==> src/rtl/sync_fifo.sv <==
// Single-clock FIFO with registered-read block-RAM storage, exact occupancy count,
// level/threshold flags, sticky overflow/underflow and synchronous flush.
// Read data appears one edge after an accepted read; full/empty refuse requests and set sticky errors.
module sync_fifo #(
  parameter int DATA_WIDTH   = 8,
  parameter int ADDR_WIDTH   = 9,
  parameter int AFULL_LEVEL  = (1 << ADDR_WIDTH) - 4,
  parameter int AEMPTY_LEVEL = 4
) (
  input  logic                  clk,
  input  logic                  rst,
  input  logic                  clr,
  input  logic                  we,
  input  logic [DATA_WIDTH-1:0] d,
  input  logic                  re,
  output logic [DATA_WIDTH-1:0] q,
  output logic                  q_valid,
  output logic                  empty,
  output logic                  full,
  output logic                  almost_empty,
  output logic                  almost_full,
  output logic [ADDR_WIDTH:0]   level,
  output logic                  overflow,
  output logic                  underflow
);

  localparam int DEPTH = 1 << ADDR_WIDTH;
  localparam int LW    = ADDR_WIDTH + 1;

  // Thresholds sized to the level register so the flag compares are width-exact.
  localparam logic [ADDR_WIDTH:0] DEPTH_LVL  = LW'(DEPTH);
  localparam logic [ADDR_WIDTH:0] AFULL_LVL  = LW'(AFULL_LEVEL);
  localparam logic [ADDR_WIDTH:0] AEMPTY_LVL = LW'(AEMPTY_LEVEL);

  logic [DATA_WIDTH-1:0] mem [DEPTH];
  logic [ADDR_WIDTH-1:0] waddr;
  logic [ADDR_WIDTH-1:0] raddr;
  logic                  wa;
  logic                  ra;

  // Flags decode only the registered level, so they move one edge after a request.
  assign empty        = (level == '0);
  assign full         = (level == DEPTH_LVL);
  assign almost_full  = (level >= AFULL_LVL);
  assign almost_empty = (level <= AEMPTY_LVL);

  // A flush blocks both ports; full refuses writes and empty refuses reads, even
  // when the opposite port is active in the same cycle (no write-through / fall-through).
  assign wa = we & ~full & ~clr;
  assign ra = re & ~empty & ~clr;

  // Storage write port; contents are deliberately not reset so it maps onto block RAM.
  always_ff @(posedge clk) begin
    if (wa) mem[waddr] <= d;
  end

  // Pointers wrap naturally at DEPTH; level tracks exact occupancy so all entries are usable.
  always_ff @(posedge clk or posedge rst) begin
    if (rst) begin
      waddr <= '0;
      raddr <= '0;
      level <= '0;
    end else if (clr) begin
      waddr <= '0;
      raddr <= '0;
      level <= '0;
    end else begin
      if (wa) waddr <= waddr + 1'b1;
      if (ra) raddr <= raddr + 1'b1;
      if (wa && !ra)      level <= level + 1'b1;
      else if (ra && !wa) level <= level - 1'b1;
    end
  end

  // Registered read port; q holds between reads and is left untouched by a flush.
  always_ff @(posedge clk or posedge rst) begin
    if (rst) begin
      q       <= '0;
      q_valid <= 1'b0;
    end else if (clr) begin
      q_valid <= 1'b0;
    end else begin
      q_valid <= ra;
      if (ra) q <= mem[raddr];
    end
  end

  // Sticky error flags: a refused request sets them, only reset or flush clears them.
  always_ff @(posedge clk or posedge rst) begin
    if (rst) begin
      overflow  <= 1'b0;
      underflow <= 1'b0;
    end else if (clr) begin
      overflow  <= 1'b0;
      underflow <= 1'b0;
    end else begin
      if (we && full)  overflow  <= 1'b1;
      if (re && empty) underflow <= 1'b1;
    end
  end

endmodule

==> config.mk <==
export PLATFORM = sky130hd
export DESIGN_NAME = sync_fifo
export DESIGN_NICKNAME = d
export VERILOG_FILES = /design/src/rtl/sync_fifo.sv
export SDC_FILE = /design/constraint.sdc
export NUM_CORES = 2
export LEC_CHECK = 0
export CAP_MARGIN = 20
export CORE_MARGIN = 2
export CORE_UTILIZATION = 66
export CTS_BUF_LIST = sky130_fd_sc_hd__clkbuf_8
export CTS_CLUSTER_DIAMETER = 50
export DETAILED_ROUTE_END_ITERATION = 12
export PLACE_DENSITY = 0.82
export SETUP_SLACK_MARGIN = 0.4
export SLEW_MARGIN = 0
export SYNTH_ARGS = -nofsm -noshare
export SYNTH_HDL_FRONTEND = slang
export SYNTH_SLANG_ARGS = --single-unit
==> constraint.sdc <==
create_clock -name clk -period 5.1 [get_ports clk]
set_input_delay 1.02 -clock clk [delete_from_list [all_inputs] [get_ports clk]]
set_output_delay 1.02 -clock clk [all_outputs]
set_load 0.005 [all_outputs]
# == Word level (Yosys, flattened, before mapping) ==
# Memory sizes are Yosys's and may differ from the RTL's. A register that Yosys moved wholly into a read port is not among the register bits.
# Cells that the tools add are included.
# op_classes
bitwise,7
order_cmp,2
add_sub_neg,4
reduce_logical,13
mux,14
n_eq_ne,1
# ops
operator,count
9-bit 2-to-1 mux,4
10-bit 2-to-1 mux,3
"9-bit by 1-bit adder with 9-bit output, second input constant",2
"10-bit by 1-bit adder with 10-bit output, second input constant",1
"10-bit == test, second input constant",1
"10-bit by 9-bit greater-or-equal comparator with 1-bit output, second input constant",1
"10-bit by 3-bit less-or-equal comparator with 1-bit output, second input constant",1
10-bit zero test,1
"10-bit by 1-bit subtractor with 10-bit output, second input constant",1
2-bit nonzero test,4
1-bit 2-to-1 mux,7
1-bit AND,4
1-bit logical AND,4
1-bit NOT,3
3-bit nonzero test,1
1-bit zero test,2
2-bit AND reduction,1
# totals
reg_bits,31
memories,1
mem_bits_rw,4096
word_cells,48
input_bits,13
# mem_list
memory,depth,width,read_ports,rd_ports_with_merged_regs,write_ports,line_no,rtl
mem,512,8,1,1,1,35,logic [DATA_WIDTH-1:0] mem [DEPTH];

# == Longest topological paths before layout ==
# depth
depth_word,9
ltp_mapped,15

# == Worst setup path before layout ==
# No wires, ideal clock.
# synth_path
path_kind,register to register
start,reg level[3]
end,reg level[9]
arrival_ns,3.736
required_time_ns,4.968
n_path_buf,1
path_slack_ns,1.233
path_stages_with_launch,15
cell_sequence,dfrtp_1 -> or4_1 -> nor4_2 -> nor2b_1 -> clkbuf_1 -> or3_1 -> ha_1 -> a21o_1 -> a21oi_1 -> o21bai_1 -> a2111oi_0 -> o41ai_1 -> mux2i_1 -> xnor2_1 -> nor2_1
# synth_via
elab_chain_len,8
# synth_lines
element,line_no,rtl
"start, declared",22,"output logic [ADDR_WIDTH:0] level,"
"start signal, assigned",70,if (wa && !ra) level <= level + 1'b1;
"start signal, assigned",71,else if (ra && !wa) level <= level - 1'b1;
10-bit zero test (*),42,assign empty = (level == '0);
via empty,18,"output logic empty,"
1-bit NOT (*),50,assign ra = re & ~empty & ~clr;
1-bit AND (*) (2 in series),50,
1-bit zero test,70,
1-bit logical AND,70,
10-bit 2-to-1 mux,70,
10-bit 2-to-1 mux,63,end else if (clr) begin
# The timed path passes the listed nets; every way through them passes the cells marked *. The select of a mux whose other input is x is not followed.
# A chain may end at the register's enable or synchronous reset.

==> flow_metrics.tcl <==
set metrics [dict create \
    drtPass1Iterations 8 \
    cts_sinks 4135 \
    clk_pin_slew_ns 0.06 \
    pre_cts_slack_ns 0.0582 \
    worst_slew_pin_slew_ns 1.24 \
    min_path_type "in2async" \
    cts_buffers 631 \
    switching_share_pct 25.1 \
    p_seq_share_pct 51.5 \
    final_layout_size_suffix_gt1_share_pct 24.8 \
    vias_per_cell 7.24 \
    ys_seq_area_share_pct 76.3 \
    critPathKind "reg2reg" \
    ys.flop_type "edfxtp_1" \
    cts_tree "built" \
    placed_area_sq_mm 0.168 \
    critical_path_required_ns 6.09 \
    die_h_um 500 \
    grt_pass1_wl_mm 619 \
    syn_inst 7640 \
    power_frac_clock_pct 34.8 \
    combPwrFrac_pct 13.7 \
    power_leakage_nw 55.9 \
    avgRoutedWirePerCell_um 36.4 \
    finalMaxSlewViolations 0 \
    status "finished clean" \
    rsz0062_at_grt "false" \
    synth_edf_count 4096 \
    p_switching_mw 18.3 \
    rows 182 \
    stdcell_count 12000 \
    async_reset_ff_share_pct 0.943 \
    place_congestion 0.953 \
    portBuffers 37 \
    hold_ws_ns 0.106 \
    syn_area_per_cell_sq_um 21.3 \
    drt-total-wl_mm 436 \
    synth_area_sq_mm 0.163 \
    design_area_sq_mm 0.179 \
    critPathArrivalTime_ns 5.57 \
    ir_drop_uv 363 \
    insertion_delay_ns 1.19 \
    internal_power_mw 54.6 \
    postRouteAntennaNets 0 \
    syn_to_final_growth_pct 10.3 \
    min_period_over_period_pct 89.9 \
    drcViolationCount 0 \
    core_sq_mm 0.245 \
    first_global_vias 86200 \
    grt_start_max_net_pins 156 \
    period_needed_ns 4.58 \
    path_max_fanout 22 \
    fin_worst_skew_ns 0.0900 \
    grt_overflow_total 0 \
    endpoint_kind "flop" \
    start_util_pct 66.2 \
    dpl.hpwl_mm 262 \
    power.density_mw_per_mm2 407 \
    cts_buffer_depth 4 \
    initialDrtViolationCount 15500 \
    nNetsFinal 8278 \
    final-setup-viol-count 0 \
    hold_buffers 0 \
    relSlewSlack_pct 17.2 \
    ys_types 86 \
    start_kind "flop" \
    die_w_um 500 \
    setup_tns_ns 0 \
    vias 86600 \
    clock-root-buffer "clkbuf_8" \
    cts_max_level 6 \
    fmax_mhz 218 \
    io_pins 38 \
    hold_violations 0 \
    worst_slack_ns 0.517 \
    dp.cells 10800 \
    maxCapViolCount 0 \
    grt_util_all_layers_pct 35.1 \
    ys_warn_count 0 \
    ys_ff_latch 4135 \
    syn_nets 7667 \
    dieArea_sq_mm 0.250 \
    antenna_found_initial 18 \
]
-- synthesized netlist by cell type, drive strengths merged, types with 9 or more instances --
| cell type | n | share of area (%) |
|---|---|---|
| edfxtp | 4096 | 76 |
| mux4 | 954 | 13 |
| nor2 | 519 | 1.2 |
| mux2i | 369 | 2.3 |
| buf | 291 | 1.6 |
| clkbuf | 194 | 0.58 |
| nand2 | 168 | 0.39 |
| a21oi | 154 | 0.47 |
| nor3 | 102 | 0.31 |
| o21ai | 97 | 0.30 |
| a221oi | 92 | 0.52 |
| a22oi | 68 | 0.31 |
| o221ai | 50 | 0.27 |
| o22ai | 41 | 0.16 |
| a211oi | 40 | 0.19 |
| dfrtp | 39 | 0.60 |
| nand3 | 37 | 0.11 |
| o211ai | 28 | 0.13 |
| mux2 | 27 | 0.19 |
| nor2b | 24 | 0.092 |
| nand2b | 18 | 0.069 |
| inv | 14 | 0.032 |
| o31ai | 14 | 0.068 |
| a31oi | 13 | 0.050 |
| ha | 13 | 0.10 |
| a2111oi | 12 | 0.065 |
| a22o | 12 | 0.065 |
| xnor2 | 12 | 0.065 |
| and2 | 11 | 0.042 |
| or3 | 10 | 0.038 |
| nand4 | 9 | 0.035 |
| xor2 | 9 | 0.049 |
-- logic make-up (layout without fill, tap and decap cells) --
logic type / after synthesis / in the layout / synth area share (%)
flip-flops: 4135 / 4135 / 76.3
multiplexers: 1350 / 1350 / 15.9
AND/OR/NAND/NOR: 931 / 931 / 2.44
AO/OA/AOI/OAI: 689 / 689 / 2.97
buffers and inverters: 500 / 1587 / 2.21
XOR/XNOR: 21 / 21 / 0.113
adder cells (fa/ha/maj): 14 / 14 / 0.112
other: 0 / 25 / 0
-- cells in the final DEF, fill, tap and decap left out, types with 14 or more instances in the layout --
cell type,Yosys,layout
buf_4,50,346
mux2_2,25,25
mux4_2,868,868
clkinv_2,0,69
edfxtp_1,4096,4096
mux2i_1,369,369
clkinvlp_4,0,17
o221ai_1,50,50
a221oi_1,85,85
nor2b_1,24,18
mux4_1,86,86
a21oi_1,154,154
clkbuf_8,19,644
bufinv_16,0,17
a22oi_1,68,68
nand2_4,0,14
o211ai_1,28,28
buf_12,28,79
nand3_1,37,36
o22ai_1,41,41
nor3_1,102,102
nand2_1,168,152
o21ai_0,85,85
clkdlybuf4s50_1,0,28
dfrtp_1,39,32
inv_1,11,180
diode_2,0,25
a211oi_1,39,39
inv_6,0,16
clkinv_1,1,168
nand2b_1,18,17
nor2_1,519,511
-- per-stage QoR --
stage	power, mW	utilization, %
after floorplan	45.1	-
after global placement	47.9	68.4
after detailed placement	48.1	68.4
after CTS	72.9	73.0
after global routing	74.7	73.0
final	73.0	73.0
-- routing by layer --
metal | share of wire [%] | up-vias | GRT usage [%]
met5 | 0.020 | - | 0
met4 | 5.9 | 12 | 18.0
met3 | 15 | 1440 | 11.5
met2 | 46 | 8094 | 52.4
met1 | 33 | 43700 | 47.3
li1 | - | 33400 | -
-- critical path: stages, from the launching register on --
cell and delay (ns):
dfrtp_4 0.60, buf_12 0.23, buf_4 0.24, buf_12 0.22, buf_12 0.23, mux4_2 0.56
a221oi_1 0.30, o21ai_0 0.27, a32oi_1 0.61, a311oi_1 0.24, nor4_2 0.69, nor3_1 0.16
-- worst paths after layout --
check,from,endpoint,slack [ns],cells past startpoint
min,rst,level[3]$_DFFE_PP0P_,0.11,2
max in group asynchronous,rst,waddr[5]$_DFFE_PP0P_,4.44,3
min in group clk,clr,raddr[7]$_DFFE_PP0P_,0.19,2
min reg2reg,q[6]$_DFFE_PP0P_,q[6]$_DFFE_PP0P_,0.50,2
max,raddr[0]$_DFFE_PP0P_,q[5]$_DFFE_PP0P_,0.52,11
max reg2reg,raddr[0]$_DFFE_PP0P_,q[5]$_DFFE_PP0P_,0.52,11
-- power groups by stage --
stage          logic (mW)  clock network [mW]  registers [mW]
2_1_floorplan        6.85                   0            38.2
3_3_place_gp         9.56                   0            38.3
3_5_place_dp         9.76                   0            38.3
4_1_cts              9.86                25.4            37.6
5_1_grt              10.3                26.8            37.6
6_report             10.0                25.4            37.6
-- state kept, by name (all words and copies together) (netlist names) --
register   count
level         10
mem         4096
waddr          9
q              8
overflow       1
underflow      1
q_valid        1
raddr          9
-- final cells by class --
| cell class | instances | area, sq um |
|---|---|---|
| Sequential cell | 4135 | 124000 |
| Antenna cell | 25 | 62.6 |
| Tap cell | 3220 | 4030 |
| Timing Repair Buffer | 463 | 4620 |
| Multi-Input combinational cell | 3005 | 35200 |
| Clock buffer | 644 | 8860 |
| Inverter | 15 | 65.1 |
| Fill cell | 12800 | 66200 |
| Clock inverter | 465 | 2510 |
-- what timing repair did --
item | CTS | global route
setup endpoints to repair | 1 | 1
gates cloned | 0 | 0
resized for setup | 1 | 0
pin swaps | 0 | 0
buffers inserted | 1 | 4
Note: power is estimated with default switching activity, not from simulation.
